<file path="src/rtl/pulse_pkg.sv">
// Shared encodings for the pulse divider: output modes and FSM states.
package pulse_pkg;

  localparam int unsigned MODE_W = 2;

  typedef enum logic [MODE_W-1:0] {
    MODE_PULSE  = 2'b00,
    MODE_SQUARE = 2'b01,
    MODE_PWM    = 2'b10,
    MODE_HOLD   = 2'b11
  } mode_t;

  typedef enum logic {
    ST_IDLE = 1'b0,
    ST_RUN  = 1'b1
  } state_t;

endpackage

</file>
<file path="src/rtl/pulse_timebase.sv">
// Phase counter, period boundary detect and divisor reload for pulse_divider.
// Ports:
//   clock, reset    : clock and synchronous active-low reset
//   active          : RUN and enabled this cycle; low parks the phase at 0
//   hold            : freeze phase (HOLD mode)
//   div_in/div_load : new divisor and its one-cycle capture strobe
//   phase           : current position inside the period
//   boundary_c      : combinational, high in the last cycle of a period
//   div_cur         : divisor in effect
//   load_pending    : a captured divisor waits for the next boundary
module pulse_timebase
  import pulse_pkg::*;
#(
  parameter int unsigned WIDTH     = 8,
  parameter int unsigned DIV_RESET = 4
) (
  input  logic             clock,
  input  logic             reset,
  input  logic             active,
  input  logic             hold,
  input  logic [WIDTH-1:0] div_in,
  input  logic             div_load,
  output logic [WIDTH-1:0] phase,
  output logic             boundary_c,
  output logic [WIDTH-1:0] div_cur,
  output logic             load_pending
);

  logic [WIDTH-1:0] div_eff;
  logic [WIDTH-1:0] div_held;
  logic [WIDTH-1:0] div_next;

  // A zero divisor behaves as one: a boundary every cycle.
  assign div_eff = (div_cur == '0) ? WIDTH'(1) : div_cur;

  assign boundary_c = active && !hold && (phase >= div_eff - WIDTH'(1));

  // Divisor adopted at a reload point; a strobe in that same cycle wins
  // over an older captured value.
  assign div_next = div_load ? div_in : (load_pending ? div_held : div_cur);

  // Phase and divisor state.
  always_ff @(posedge clock) begin
    if (!reset) begin
      phase        <= '0;
      div_cur      <= WIDTH'(DIV_RESET);
      div_held     <= '0;
      load_pending <= 1'b0;
    end else if (!active) begin
      // Idle or leaving RUN: nothing to wait for, commit immediately.
      phase        <= '0;
      div_cur      <= div_next;
      load_pending <= 1'b0;
    end else begin
      if (!hold) begin
        phase <= boundary_c ? '0 : phase + WIDTH'(1);
      end
      if (boundary_c) begin
        div_cur      <= div_next;
        load_pending <= 1'b0;
      end else if (div_load) begin
        div_held     <= div_in;
        load_pending <= 1'b1;
      end
    end
  end

endmodule

</file>
<file path="src/rtl/pulse_divider.sv">
// Programmable pulse divider: IDLE/RUN control, four output waveforms
// (pulse, square, PWM, hold) and a running count of issued ticks.
// Ports:
//   clock, reset    : clock and synchronous active-low reset
//   enable          : run when high, return to IDLE when low
//   mode            : 00 pulse, 01 square, 10 PWM, 11 hold
//   div_in/div_load : new divisor and its one-cycle load strobe
//   duty            : PWM high time in cycles
//   pulse, tick     : registered waveform and period-boundary strobe
//   div_cur         : divisor in effect
//   pulse_count     : ticks issued since reset, wrapping
//   load_pending    : captured divisor waiting for a boundary
module pulse_divider
  import pulse_pkg::*;
#(
  parameter int unsigned WIDTH     = 8,
  parameter int unsigned CNT_W     = 16,
  parameter int unsigned DIV_RESET = 4
) (
  input  logic             clock,
  input  logic             reset,
  input  logic             enable,
  input  logic [1:0]       mode,
  input  logic [WIDTH-1:0] div_in,
  input  logic             div_load,
  input  logic [WIDTH-1:0] duty,
  output logic             pulse,
  output logic             tick,
  output logic [WIDTH-1:0] div_cur,
  output logic [CNT_W-1:0] pulse_count,
  output logic             load_pending
);

  state_t           state;
  mode_t            mode_sel;
  logic             active_c;
  logic             hold_c;
  logic             boundary_c;
  logic [WIDTH-1:0] phase;

  assign mode_sel = mode_t'(mode);
  assign active_c = (state == ST_RUN) && enable;
  assign hold_c   = (mode_sel == MODE_HOLD);

  pulse_timebase #(
    .WIDTH     (WIDTH),
    .DIV_RESET (DIV_RESET)
  ) u_timebase (
    .clock        (clock),
    .reset        (reset),
    .active       (active_c),
    .hold         (hold_c),
    .div_in       (div_in),
    .div_load     (div_load),
    .phase        (phase),
    .boundary_c   (boundary_c),
    .div_cur      (div_cur),
    .load_pending (load_pending)
  );

  // Control FSM, waveform generation and tick counter.
  always_ff @(posedge clock) begin
    if (!reset) begin
      state       <= ST_IDLE;
      pulse       <= 1'b0;
      tick        <= 1'b0;
      pulse_count <= '0;
    end else begin
      case (state)
        ST_IDLE: begin
          pulse <= 1'b0;
          tick  <= 1'b0;
          if (enable) begin
            state <= ST_RUN;
          end
        end
        ST_RUN: begin
          if (!enable) begin
            state <= ST_IDLE;
            pulse <= 1'b0;
            tick  <= 1'b0;
          end else begin
            // boundary_c is already suppressed in HOLD, so tick and
            // pulse_count freeze there without extra gating.
            tick <= boundary_c;
            if (boundary_c) begin
              pulse_count <= pulse_count + CNT_W'(1);
            end
            case (mode_sel)
              MODE_PULSE:  pulse <= boundary_c;
              MODE_SQUARE: pulse <= boundary_c ? ~pulse : pulse;
              MODE_PWM:    pulse <= (phase < duty);
              MODE_HOLD:   pulse <= pulse;
            endcase
          end
        end
      endcase
    end
  end

endmodule

</file>
<file path="config.mk">
export PLATFORM = sky130hd
export DESIGN_NAME = pulse_divider
export DESIGN_NICKNAME = d
export VERILOG_FILES = /design/src/rtl/pulse_pkg.sv /design/src/rtl/pulse_timebase.sv /design/src/rtl/pulse_divider.sv
export SDC_FILE = /design/constraint.sdc
export NUM_CORES = 1
export LEC_CHECK = 0
export CORE_UTILIZATION = 53
export CTS_BUF_LIST = sky130_fd_sc_hd__clkbuf_8 sky130_fd_sc_hd__clkbuf_16
export CTS_CLUSTER_SIZE = 25
export DETAILED_ROUTE_END_ITERATION = 7
export PLACE_DENSITY = 0.92
export SLEW_MARGIN = 20
export SYNTH_ARGS = -nofsm -noshare
export SYNTH_HDL_FRONTEND = slang
export SYNTH_SLANG_ARGS = --single-unit
</file>
<file path="constraint.sdc">
create_clock -name clock -period 4.5 [get_ports clock]
set_clock_uncertainty 0.2 [all_clocks]
set_input_delay 0.45 -clock clock [delete_from_list [all_inputs] [get_ports clock]]
set_output_delay 0.45 -clock clock [all_outputs]
set_load 0.005 [all_outputs]
</file>
**After elaboration in Yosys (flattened, before gate mapping)**

Cells that the tools add are included.

- Flip-flop bits (word level): 44
- Output and inout port bits: 27
- Input bits: 22
- Logic and storage cells: 48

- Bitwise gates (word level): 5
- $add $sub $neg: 3
- Equality and inequality tests: 6
- Reduce and logical (&&, ||, !) cells: 11
- Muxes and demuxes: 13
- Order comparisons: 2

Operator list:

| operator | count |
|---|---|
| $mux W8 | 6 |
| $add A16 B1 Y16 const B | 1 |
| $add A8 B1 Y8 const B | 1 |
| $ge A8 B8 Y1 | 1 |
| $logic_not A8 Y1 | 1 |
| $lt A8 B8 Y1 | 1 |
| $sub A8 B1 Y8 const B | 1 |
| $reduce_and A3 Y1 | 2 |
| $not A1 Y1 | 5 |
| $eq A2 B2 Y1 const B | 2 |
| $mux W1 | 4 |
| $ne A4 B4 Y1 const B | 1 |
| $pmux W1 S2 | 2 |
| $reduce_and A2 Y1 | 2 |
| $logic_and A1 B1 Y1 | 3 |
| $ne A3 B3 Y1 const B | 1 |
| $pmux W1 S3 | 1 |
| $reduce_or A3 Y1 | 1 |
| $eq A2 B1 Y1 const B | 1 |
| $logic_not A2 Y1 | 1 |
| $ne A2 B2 Y1 const B | 1 |
| $logic_not A1 Y1 | 1 |

**Longest topological paths before layout**

- Word-level depth: 9
- Mapped depth: 15
- Gate-level depth less buffers: 14

**Cells and area by module**

From an unflattened synthesis, not the netlist that was laid out.

- Cells, all modules: 284
- Area total of the unflattened synthesis: 2514.9 um2

By module, submodules not included:

| module | cells each | sequential area each (um2) | times used | area each (um2) |
|---|---|---|---|---|
| pulse_timebase | 159 | 500.5 | 1 | 1421.4 |
| pulse_divider | 125 | 380.4 | 1 | 1093.5 |

**Least setup slack after synthesis**

Ideal clock, no wire load.

- Path kind: reg2reg
- Start: register u_timebase.div_cur[2]
- End: register pulse_count[10]
- Stages on the path, launching flop included: 15
- Path buffers: 0
- Required time: 4.228 ns
- Period minus slack after synthesis: 3.343 ns
- Setup slack: 1.157 ns
- Arrival: 3.071 ns
- Path through: dfxtp_1 -> or4_1 -> or3_1 -> nor2_2 -> nor2_1 -> ha_1 -> inv_1 -> nor2_1 -> xnor2_1 -> ha_1 -> nand4_1 -> nor4_1 -> o21ai_0 -> a21oi_1 -> mux2i_1

- Word-level cells in the longest chain between the ends: 6

Ends and longest elaborated chain:

| item | RTL line | source |
|---|---|---|
| start: declaration | pulse_timebase.sv:25 | `output logic [WIDTH-1:0] div_cur,` |
| start signal: assignment | pulse_timebase.sv:46 | `div_cur <= WIDTH'(DIV_RESET);` |
| start signal: assignment | pulse_timebase.sv:52 | `div_cur <= div_next;` |
| start signal: assignment | pulse_timebase.sv:59 | `div_cur <= div_next;` |
| $logic_not A8 Y1 | pulse_timebase.sv:34 | `assign div_eff = (div_cur == '0) ? WIDTH'(1) : div_cur;` |
| $mux W8 * | pulse_timebase.sv:34 |  |
| $sub A8 B1 Y8 * | pulse_timebase.sv:36 | `assign boundary_c = active && !hold && (phase >= div_eff - WIDTH'(1));` |
| $ge A8 B8 Y1 * | pulse_timebase.sv:36 |  |
| $logic_and A1 B1 Y1 * | pulse_timebase.sv:36 |  |
| $reduce_and A3 Y1 (no source line) * | n/a |  |
| end signal: assignment | pulse_divider.sv:87 | `pulse_count <= pulse_count + CNT_W'(1);` |
| end: declaration | pulse_divider.sv:30 | `output logic [CNT_W-1:0] pulse_count,` |

Every way passes the cells marked *; elsewhere a longest branch is shown, timed or not.
A chain may end at the register's enable or synchronous reset.

**Worst setup path after layout**

- Start: register u_timebase.div_cur[2]
- End: register u_timebase.phase[4]

- Word-level cells in the longest chain between the ends: 6

Ends and longest elaborated chain:

| item | RTL line | source |
|---|---|---|
| $logic_not A8 Y1 | pulse_timebase.sv:34 |  |
| $mux W8 * | pulse_timebase.sv:34 |  |
| $sub A8 B1 Y8 * | pulse_timebase.sv:36 |  |
| $ge A8 B8 Y1 * | pulse_timebase.sv:36 |  |
| $logic_and A1 B1 Y1 * | pulse_timebase.sv:36 |  |
| $mux W8 * | pulse_timebase.sv:56 | `phase <= boundary_c ? '0 : phase + WIDTH'(1);` |
| end signal: assignment | pulse_timebase.sv:56 |  |
| end: declaration | pulse_timebase.sv:23 | `output logic [WIDTH-1:0] phase,` |

Marked as above.

==> flow_summary.ini <==
[route]
topRoutingLayerUsed = met4
drt-total-wl_um = 6130
met2WireLength_um = 2990
avgViaCountPerCell = 5.70
post_drt_wl_per_cell_um = 14.4
count_of_vias_placed_by_the_detailed_router = 2435
drt.antenna.violating_nets = 0
firstDrtPassIters = 4
detailroute.wirelength.met3_um = 336
detailedRoute.firstIterationViolations = 145
route.detailed.drc = 0
met1Wirelength_um = 2680

[grt]
grt_max_degree = 48
first_pass_grt_wire_length_um = 9980
grtUsageTotal_pct = 24.4
grt.overflow.total = 0
grt_pass1_vias = 2244
number_of_antenna_violations_at_the_first_check_in_global_routing = 0

[logic_synthesis]
yosys-mux-area-fraction_pct = 11.7
synth_seq_area_share_pct = 33.1
synthesis.area_sq_mm = 0.00266
synth_xor_xnor_area_share_pct = 3.29
synthTopCellsByArea = sky130_fd_sc_hd__dfxtp_1 (33%), sky130_fd_sc_hd__mux2i_1 (12%), sky130_fd_sc_hd__ha_1 (9.9%), sky130_fd_sc_hd__nand2_1 (6.3%), sky130_fd_sc_hd__a21oi_1 (3.8%)
share_of_flip_flops_with_an_asynchronous_set_or_reset_after_synthesis_pct = 0
synth_seq_cells = 44
cell_type_contributing_the_most_total_cell_area_after_synthesis = sky130_fd_sc_hd__dfxtp_1
synth-adder-area-share_pct = 9.87
post-synth-top-area-fraction_pct = 33.1
syn_avg_cell_area_sq_um = 8.45
largest_family_of_logic_cells_by_synthesized_area = simple AND/OR/NAND/NOR gates
dominantRegCellSynth = sky130_fd_sc_hd__dfxtp_1
synth-simple-area-share_pct = 24.1
synth_cell_types = 44
synth_compound_gate_area_share_pct = 13.6
synthesis.instances = 315
yosysWarningCount = 0
syn-num-nets = 358
synth_edf_count = 0

[clock_tree]
numCtsBuffers = 5
cts-root-to-sink-buffers = 2
ctsResizeCount = 0
cts_num_sinks = 44
clock_pin_slew_on_the_worst_setup_and_hold_paths_ns = 0.08
post-cts-setup-buffer-count = 0
cts_tree = yes
clkLatencyLatePin_ns = 0.30
htree_num_levels = 2
clock_tree.root_cell = sky130_fd_sc_hd__clkbuf_8
cts_hold_buffers = 0

[setup_path]
critPathArrivalTime_ns = 3.96
worst-endpoint-required_ns = 4.51
slowest_delay_ns = 0.58
crit_path_top_delay_cell = sky130_fd_sc_hd__or4_1
critPathLaunchType = register
worst-setup-path-type = reg2reg
critical_path.most_common_cell = sky130_fd_sc_hd__ha_1
setup.worst_path.end_class = register
maximum_fanout_encountered_on_the_critical_timing_path = 17
crit_chain = or4_1, or3_1, nor2_2, nor2_1, ha_1, xnor2_1, ha_1, a31oi_1, nor2b_1, o211ai_2, nand2_1, nor3_1

[cells_and_area]
n_antenna_cell = 0
final_net_count = 402
area_of_all_placed_cells_without_fillers_sq_mm = 0.00327
layout-area-overhead-vs-synth_pct = 22.7
finish.utilization_pct = 68.3
post_route_cells_drive_above_1_share_pct = 3.61

[die]
floorplan.die_area_sq_mm = 0.00531
row_count = 25
ioPinCount = 49
die_width_um = 72.9
start_util_pct = 55.6
coreArea_sq_mm = 0.00479
die_height_um = 72.9

[timing]
setup_viol = 0
achievable-frequency_mhz = 253
max_slew.worst_pin.slew_ns = 0.684
timing_hold_violations_final = 0
rsz0062_at_grt = no
min_period_over_period_pct = 87.8
totalNegativeSetupSlack_ns = 0
timing.slew.headroom_pct = 54.4
fin_crit_ns = 3.95
finalMaxSlewViolations = 0
final.hold.worst_slack_ns = 0.263

[placed_design]
io_buffer_count = 48
detailedPlacementHpwl_um = 4440
gp_congestion = 0.844
placedInstanceArea_sq_mm = 0.00318

[power]
power_density_mw_per_mm2 = 243
cellLeakagePower_nw = 1.27
worst_ir_drop_vdd_v = 0.000158
power.total_mw = 0.794

[worst_hold_path]
holdCritPathClass = reg2reg

[job]
cap_viol_max_count = 0

[status]
run_status = finished, final reports clean
## metrics by stage
step	instances	setup WS (ns)
detailed placement	419	0.693
floorplan	315	1.16
global placement	419	0.877
global route	427	0.317
CTS	427	0.588
finish	427	0.548
## area by class of cell
class / instances / area [sq um]
Sequential cell: 44 / 881
Clock inverter: 2 / 7.51
Multi-Input combinational cell: 243 / 1660
Tap cell: 67 / 83.8
Timing Repair Buffer: 49 / 488
Inverter: 16 / 60.1
Clock buffer: 6 / 82.6
Fill cell: 386 / 1520
## final timing paths
path                            slack [ns]                      to              startpoint  cells past startpoint
worst max-delay path                  0.55     u_timebase.phase[4]   u_timebase.div_cur[2]                     12
worst min-delay path                  0.26  u_timebase.div_held[2]  u_timebase.div_held[2]                      2
worst max register to register        0.55     u_timebase.phase[4]   u_timebase.div_cur[2]                     12
worst min register to register        0.26  u_timebase.div_held[2]  u_timebase.div_held[2]                      2
## cell families (layout without fill, tap and decap cells)
kind of cell | after synthesis | after routing
adder cells (fa/ha/maj) | 21 | 21
XOR/XNOR | 10 | 10
flip-flops | 44 | 44
AND/OR/NAND/NOR | 127 | 127
buffers and inverters | 28 | 73
multiplexers | 31 | 31
AO/OA/AOI/OAI | 54 | 54
## sequential cells by signal, summed over array words and instances (netlist names)
| name | flops |
|---|---|
| u_timebase.load_pending | 1 |
| state | 1 |
| pulse | 1 |
| u_timebase.phase | 8 |
| tick | 1 |
| u_timebase.div_held | 8 |
| pulse_count | 16 |
| u_timebase.div_cur | 8 |
## cells in the final DEF, fill, tap and decap left out, types with 6 or more instances in the layout
cell | Yosys | final
sky130_fd_sc_hd__clkdlybuf4s50_1 | 0 | 48
sky130_fd_sc_hd__inv_1 | 16 | 18
sky130_fd_sc_hd__nor2_1 | 10 | 10
sky130_fd_sc_hd__nand3_1 | 10 | 10
sky130_fd_sc_hd__xnor2_1 | 7 | 7
sky130_fd_sc_hd__clkbuf_8 | 0 | 6
sky130_fd_sc_hd__mux2i_1 | 31 | 31
sky130_fd_sc_hd__nor3_1 | 18 | 18
sky130_fd_sc_hd__a211oi_1 | 9 | 9
sky130_fd_sc_hd__ha_1 | 21 | 21
sky130_fd_sc_hd__nand2b_1 | 16 | 16
sky130_fd_sc_hd__dfxtp_1 | 44 | 44
sky130_fd_sc_hd__nand4_1 | 7 | 7
sky130_fd_sc_hd__nand2_1 | 45 | 45
sky130_fd_sc_hd__a21oi_1 | 20 | 20
sky130_fd_sc_hd__and3_1 | 6 | 6
## worst max-delay path: cells and delay by family (launching register included)
family                     cells  cell delay (ns)
xor gates and xnor gates       1             0.13
adders and majority gates      2             0.52
AOI/OAI and AO/OA              2             0.79
DFF                            1             0.37
and+or+nand+nor                7             1.85
## synthesized netlist by cell type, types with 2 or more instances
cell type	count
sky130_fd_sc_hd__a211oi_1	9
sky130_fd_sc_hd__a21o_1	5
sky130_fd_sc_hd__a21oi_1	20
sky130_fd_sc_hd__a31oi_1	3
sky130_fd_sc_hd__and3_1	6
sky130_fd_sc_hd__and4b_1	2
sky130_fd_sc_hd__buf_1	2
sky130_fd_sc_hd__buf_2	4
sky130_fd_sc_hd__buf_4	2
sky130_fd_sc_hd__clkbuf_1	4
sky130_fd_sc_hd__dfxtp_1	44
sky130_fd_sc_hd__ha_1	21
sky130_fd_sc_hd__inv_1	16
sky130_fd_sc_hd__mux2i_1	31
sky130_fd_sc_hd__nand2_1	45
sky130_fd_sc_hd__nand2b_1	16
sky130_fd_sc_hd__nand3_1	10
sky130_fd_sc_hd__nand4_1	7
sky130_fd_sc_hd__nor2_1	10
sky130_fd_sc_hd__nor2b_1	3
sky130_fd_sc_hd__nor3_1	18
sky130_fd_sc_hd__nor4_1	2
sky130_fd_sc_hd__o21a_1	2
sky130_fd_sc_hd__o21ai_0	5
sky130_fd_sc_hd__xnor2_1	7
sky130_fd_sc_hd__xor2_1	3
## power breakdown
part,internal (mW),switching (mW),total (mW)
logic,0.0653,0.0683,0.134
clock network,0.121,0.130,0.251
registers,0.398,0.0113,0.409
## layer usage
| layer | up-vias | global-route usage, % |
|---|---|---|
| li1 | 1207 | - |
| met1 | 1140 | 28.4 |
| met2 | 74 | 43.2 |
| met3 | 14 | 5.25 |
| met4 | 0 | 10.0 |
| met5 | - | 0 |
Power figures use the tool's default switching activity.
